### src/rtl/spi_param_pkg.sv
// Shared types and constants for the SPI parameter-write sequencer.
package spi_param_pkg;

  localparam logic [7:0] FLUSH_ADRS = 8'hFF;
  localparam logic [7:0] FLUSH_KEY  = 8'hA5;

  typedef enum logic [1:0] {IDLE, REQ, GAP} state_t;

  typedef struct packed {
    logic [7:0] adrs;
    logic [7:0] data;
  } frame_t;

  function automatic logic is_flush(input frame_t f);
    return (f.adrs == FLUSH_ADRS) && (f.data == FLUSH_KEY);
  endfunction

endpackage

### src/rtl/spi_param_fifo.sv
// Frame FIFO with wrap-bit pointers; flush can optionally keep the head entry.
module spi_param_fifo
  import spi_param_pkg::*;
#(
  parameter int FIFO_DEPTH = 4
) (
  input  logic   clk,
  input  logic   reset_n,
  input  logic   push,
  input  frame_t push_frame,
  input  logic   pop,
  input  logic   flush,
  input  logic   flush_keep_head,
  output frame_t head,
  output logic   full,
  output logic   empty
);

  localparam int AW = $clog2(FIFO_DEPTH);
  localparam logic [AW:0] PTR_ONE = (AW+1)'(1);

  frame_t      mem [FIFO_DEPTH];
  logic [AW:0] wr_ptr;
  logic [AW:0] rd_ptr;
  logic [AW:0] rd_next;
  logic        do_pop;
  logic        do_push;

  assign empty   = (wr_ptr == rd_ptr);
  assign full    = (wr_ptr[AW] != rd_ptr[AW]) && (wr_ptr[AW-1:0] == rd_ptr[AW-1:0]);
  assign do_pop  = pop && !empty;
  // Full is judged before any same-cycle pop, so a pop never makes room for a push.
  assign do_push = push && !full;
  assign rd_next = do_pop ? rd_ptr + PTR_ONE : rd_ptr;
  assign head    = mem[rd_ptr[AW-1:0]];

  always_ff @(posedge clk or negedge reset_n) begin
    if (!reset_n) begin
      wr_ptr <= '0;
      rd_ptr <= '0;
    end else begin
      rd_ptr <= rd_next;
      if (flush) begin
        wr_ptr <= (flush_keep_head && !empty) ? rd_ptr + PTR_ONE : rd_next;
      end else if (do_push) begin
        wr_ptr <= wr_ptr + PTR_ONE;
      end
    end
  end

  always_ff @(posedge clk) begin
    if (do_push) mem[wr_ptr[AW-1:0]] <= push_frame;
  end

endmodule

### src/rtl/spi_param_ctrl.sv
// SPI frame to parameter-bus sequencer: frame detect, FIFO, req/ack FSM, error flags.
// Define SPI_PARAM_SHADOW_EN to add a readable 256x8 shadow of acknowledged writes.
module spi_param_ctrl
  import spi_param_pkg::*;
#(
  parameter int FIFO_DEPTH = 4,
  parameter int TIMEOUT    = 255
) (
  input  logic       clk,
  input  logic       reset_n,
  input  logic       rx_valid,
  input  logic [7:0] adrs,
  input  logic [7:0] data,
  output logic       wr_req,
  output logic [1:0] wr_sel,
  output logic [5:0] wr_adrs,
  output logic [7:0] wr_data,
  input  logic       wr_ack,
  output logic       busy,
  output logic       overflow,
  output logic       timeout_err,
  input  logic       clr_err
`ifdef SPI_PARAM_SHADOW_EN
  ,
  input  logic [7:0] rd_adrs,
  output logic [7:0] rd_data
`endif
);

  localparam int CW = $clog2(TIMEOUT + 1);
  localparam logic [CW-1:0] CNT_LAST = CW'(TIMEOUT - 1);
  localparam logic [CW-1:0] CNT_ONE  = CW'(1);

  state_t        state;
  logic [CW-1:0] cnt;
  logic          rv_d;
  logic          new_frame;
  logic          flush_cmd;
  logic          push;
  logic          pop;
  logic          ack_hit;
  logic          expire;
  logic          fifo_full;
  logic          fifo_empty;
  frame_t        rx_frame;
  frame_t        head;

  assign rx_frame  = '{adrs: adrs, data: data};
  assign new_frame = rx_valid && !rv_d;
  assign flush_cmd = new_frame && is_flush(rx_frame);
  assign push      = new_frame && !flush_cmd;
  // Ack on the last allowed cycle wins over the timeout.
  assign ack_hit   = (state == REQ) && wr_ack;
  assign expire    = (state == REQ) && !wr_ack && (cnt == CNT_LAST);
  assign pop       = ack_hit || expire;
  assign busy      = !fifo_empty || (state != IDLE);

  spi_param_fifo #(.FIFO_DEPTH(FIFO_DEPTH)) u_fifo (
    .clk             (clk),
    .reset_n         (reset_n),
    .push            (push),
    .push_frame      (rx_frame),
    .pop             (pop),
    .flush           (flush_cmd),
    .flush_keep_head (state == REQ),
    .head            (head),
    .full            (fifo_full),
    .empty           (fifo_empty)
  );

  always_ff @(posedge clk or negedge reset_n) begin
    if (!reset_n) begin
      rv_d        <= 1'b0;
      overflow    <= 1'b0;
      timeout_err <= 1'b0;
    end else begin
      rv_d <= rx_valid;
      if (push && fifo_full)         overflow <= 1'b1;
      else if (clr_err || flush_cmd) overflow <= 1'b0;
      if (expire)                    timeout_err <= 1'b1;
      else if (clr_err || flush_cmd) timeout_err <= 1'b0;
    end
  end

  always_ff @(posedge clk or negedge reset_n) begin
    if (!reset_n) begin
      state   <= IDLE;
      cnt     <= '0;
      wr_req  <= 1'b0;
      wr_sel  <= '0;
      wr_adrs <= '0;
      wr_data <= '0;
    end else begin
      case (state)
        IDLE: begin
          if (!fifo_empty) begin
            {wr_sel, wr_adrs} <= head.adrs;
            wr_data           <= head.data;
            wr_req            <= 1'b1;
            cnt               <= '0;
            state             <= REQ;
          end
        end
        REQ: begin
          if (ack_hit || expire) begin
            wr_req <= 1'b0;
            state  <= GAP;
          end else begin
            cnt <= cnt + CNT_ONE;
          end
        end
        GAP:     state <= IDLE;
        default: state <= IDLE;
      endcase
    end
  end

`ifdef SPI_PARAM_SHADOW_EN
  logic [7:0] shadow [256];

  // Read samples the pre-update value, so a same-address update returns old data.
  always_ff @(posedge clk or negedge reset_n) begin
    if (!reset_n) begin
      for (int i = 0; i < 256; i++) shadow[i] <= '0;
      rd_data <= '0;
    end else begin
      rd_data <= shadow[rd_adrs];
      if (ack_hit) shadow[{wr_sel, wr_adrs}] <= wr_data;
    end
  end
`endif

endmodule

### config.mk
export PLATFORM = sky130hd
export DESIGN_NAME = spi_param_ctrl
export DESIGN_NICKNAME = d
export VERILOG_FILES = /design/src/rtl/spi_param_pkg.sv /design/src/rtl/spi_param_fifo.sv /design/src/rtl/spi_param_ctrl.sv
export SDC_FILE = /design/constraint.sdc
export NUM_CORES = 1
export LEC_CHECK = 0
export ABC_CLOCK_PERIOD_IN_PS = 2200
export CAP_MARGIN = 20
export CORE_UTILIZATION = 50
export DETAILED_ROUTE_END_ITERATION = 8
export PLACE_DENSITY = 0.74
export SLEW_MARGIN = 20
export SYNTH_ARGS = -nofsm -noshare
export SYNTH_HDL_FRONTEND = slang
export SYNTH_SLANG_ARGS = --single-unit
### constraint.sdc
create_clock -name clk -period 2.2 [get_ports clk]
set_clock_uncertainty 0.15 [all_clocks]
set_input_delay 0.44 -clock clk [delete_from_list [all_inputs] [get_ports clk]]
set_output_delay 0.44 -clock clk [all_outputs]
set_load 0.1 [all_outputs]
==> impl_metrics.toml <==
[critical_path]
worst_ep_arrival_time_ns = 2.16
crit_fanout = 16
critical-path-top-delay-family = "simple AND/OR/NAND/NOR gates"
critical_path_buf_inv_count = 2
cp.required_ns = 2.16
cp_cell_sequence = "clkdlybuf4s50_1 -> nand4_1 -> or4_4 -> and3_4 -> and2_1 -> buf_12"
critical_path_sink_type = "flip-flop"
timing.critical_path.slowest_stage_cell = "sky130_fd_sc_hd__or4_4"
cp_slowest_stage_delay_ns = 0.57
criticalPathCategory = "input port to flip-flop"
worstSetupStartpointType = "input port"

[clock_network]
clock_path_buffers = 2
cts_buffers = 9
cts_max_level = 3
root_buffer = "sky130_fd_sc_hd__clkbuf_8"
worst_setup_hold_path_clk_slew_ns = 0.10
numClockSinks = 100
tritoncts = "done"
clock_insertion_delay_worst_skew_ns = 0.35

[power]
power_leakage_nw = 2.00
power.ir.vdd_worst_v = 0.000896
cellPowerDensity_nw_per_um2 = 1500

[drt]
wirelength_um = 7250
drt-vias-per-instance = 5.38
drt_drc_violations_left = 0
detail_route.first_pass.iterations = 5
route.detailed.wl_per_inst_um = 17.3
vias = 2255
ant_nets = 0
drt_first_iter_violations = 110

[global_route]
vias_in_the_first_global_route = 2368
grt_first_pass_wirelength_um = 12000
grt_max_degree = 37
grt_antenna_before_repair = 0
grt.overflow.total = 0
groute.usage.overall_pct = 18.9

[synth]
netlist.top_cell.by_area = "sky130_fd_sc_hd__edfxtp_1"
synth_seq_cells = 100
area_of_the_mapped_netlist_um2 = 4150
synth_warnings = 0
postSynth.asyncResetShare_pct = 36.0
synth_cell_types = 48
synth_enable_flop_cells = 64
post-synth-top-area-fraction_pct = 46.3
synth.net_count = 261
synthCells = 233
yosysSeqAreaShare_pct = 68.1
synth_area_per_cell_um2 = 17.8
synth_top_cells_by_area = "sky130_fd_sc_hd__edfxtp_1 (46%), sky130_fd_sc_hd__dfrtp_1 (22%), sky130_fd_sc_hd__mux4_2 (6.0%)"
synth_flop_cell = "sky130_fd_sc_hd__edfxtp_1"

[die]
number_of_i_o_pins = 41
design.core.area_um2 = 7890
die_area_um2 = 8660
fp.dieW_um = 93.1
die_ht_um = 93.1
std_cell_rows = 32
initial_utilization_pct = 52.6

[final_layout]
final_layout_size_suffix_gt1_share_pct = 31.9
antenna_cells = 0
finalCoreUtilization_pct = 65.4
layout.cells.non_filler = 419
number_of_inserted_filler_cells_in_the_final_layout = 550
nNetsFinal = 340
final_common_cell = "sky130_fd_sc_hd__edfxtp_1"
area_delta_synth_final_pct = 24.4
layout_common_cells = "sky130_fd_sc_hd__edfxtp_1 (64), sky130_fd_sc_hd__buf_4 (49), sky130_fd_sc_hd__dfrtp_1 (34), sky130_fd_sc_hd__mux2_1 (13)"

[timing]
period_share_pct = 99.9
finalSetupViolCount = 0
worstMarginPinSlew_ns = 0.496
min_period_ns = 2.20
clock.fmax_mhz = 455
max-slew-margin-rel_pct = 67.0
final-max-slew-violation-count = 0
setup_repair_after_global_routing_missed_its_margin = "false"
final-hold-violation-count = 0

[placement]
port_buf_inserts = 40
hpwl_after_detailed_placement_um = 4910
placed_cell_count = 400
globalplace.congestion = 0.797

[job]
timing.max_cap.violations = 0

[hold_path]
hold_class = "input port to flip-flop"

[run_status]
status = "completed"
-- power by group --
part | switching [W] | total (W) | internal, W
clock network | 0.000613 | 0.00127 | 0.000652
registers | 0.000245 | 0.00268 | 0.00243
logic | 0.00239 | 0.00378 | 0.00139
-- worst reg2reg max path: stages (launching register included) --
cell and delay (ns):
sky130_fd_sc_hd__dfrtp_1 0.44, sky130_fd_sc_hd__ha_1 0.19, sky130_fd_sc_hd__and3_1 0.24, sky130_fd_sc_hd__a21oi_2 0.25, sky130_fd_sc_hd__a21oi_2 0.12, sky130_fd_sc_hd__or4_4 0.50
sky130_fd_sc_hd__a21oi_2 0.14
-- Yosys cell counts, drive strengths merged, types with 3 or more instances --
cell type	n
nand4	4
nand2	5
xnor2	8
nor3	3
mux4	16
and2	4
buf	5
ha	7
edfxtp	64
a21oi	6
nor2	10
and3	4
mux2i	5
nand3	3
inv	5
nand2b	4
mux2	17
xor2	3
dfrtp	36
-- final cells by class --
cell class	count	area [µm²]	share of cell area [%]
clock buffer	11	131	2.55
clock inverter	5	87.6	1.70
inverter	5	18.8	0.364
multi-input combinational	121	1290	25.0
sequential	100	2830	54.8
tap	102	128	2.47
timing repair buffer	75	678	13.1
-- metrics by stage --
stage               total power (W)  hold WS (ns)  area (µm²)  setup slack, ns  setup TNS [ns]
floorplan                   0.00544      -0.00559        4150           0.0742               0
global placement            0.00633         0.320        4870           -0.436          -28.02
detailed placement          0.00643         0.328        4870           -0.473          -30.32
CTS                         0.00773         0.344        5120         0.000757               0
global route                0.00809         0.222        5160          0.00278               0
finish                      0.00773         0.225        5160          0.00132               0
-- what timing repair did --
action	CTS	global route
setup buffers	1	1
endpoints found under the hold margin	28	0
hold buffers	1	0
pin swaps	3	3
endpoints found under the setup margin	56	53
resized for setup	9	6
-- path summary, 6_finish.rpt --
path / from / endpoint / cells after the start / slack [ns]
max reg2reg: cnt[1] / cnt[3] / 6 / 0.12
min in group asynchronous: reset_n / wr_adrs[0] / 3 / 0.51
min reg2reg: wr_data[4] / wr_data[4] / 1 / 0.34
max: adrs[0] / u_fifo.mem[2][12] / 6 / 0.001
min: data[3] / u_fifo.mem[3][3] / 1 / 0.23
max in group asynchronous: reset_n / u_fifo.wr_ptr[0] / 3 / 1.01
-- registers in the layout, summed over array words and instances, names as in the netlist --
name / flops
u_fifo.mem: 64
cnt: 8
wr_data: 8
wr_adrs: 6
u_fifo.rd_ptr: 3
u_fifo.wr_ptr: 3
state: 2
wr_sel: 2
overflow: 1
rv_d: 1
timeout_err: 1
wr_req: 1
-- routing by layer --
layer,wire (µm),GRT usage [%],vias to the layer above
met5,0,0,-
met4,99,7.31,0
met1,3340,25.6,1143
met2,3600,30.9,43
li1,-,-,1060
met3,207,2.93,9
-- cell families (layout without fill, tap and decap cells) --
| group | Yosys count | count (layout) | share of synthesized area, % |
|---|---|---|---|
| flip-flops | 100 | 100 | 68.1 |
| AND/OR/NAND/NOR | 49 | 49 | 7.48 |
| multiplexers | 38 | 38 | 15.0 |
| AO/OA/AOI/OAI | 16 | 16 | 3.23 |
| buffers and inverters | 12 | 96 | 1.66 |
| XOR/XNOR | 11 | 11 | 2.50 |
| adder cells (fa/ha/maj) | 7 | 7 | 2.11 |
No activity file was read; power rests on OpenSTA's default activity.
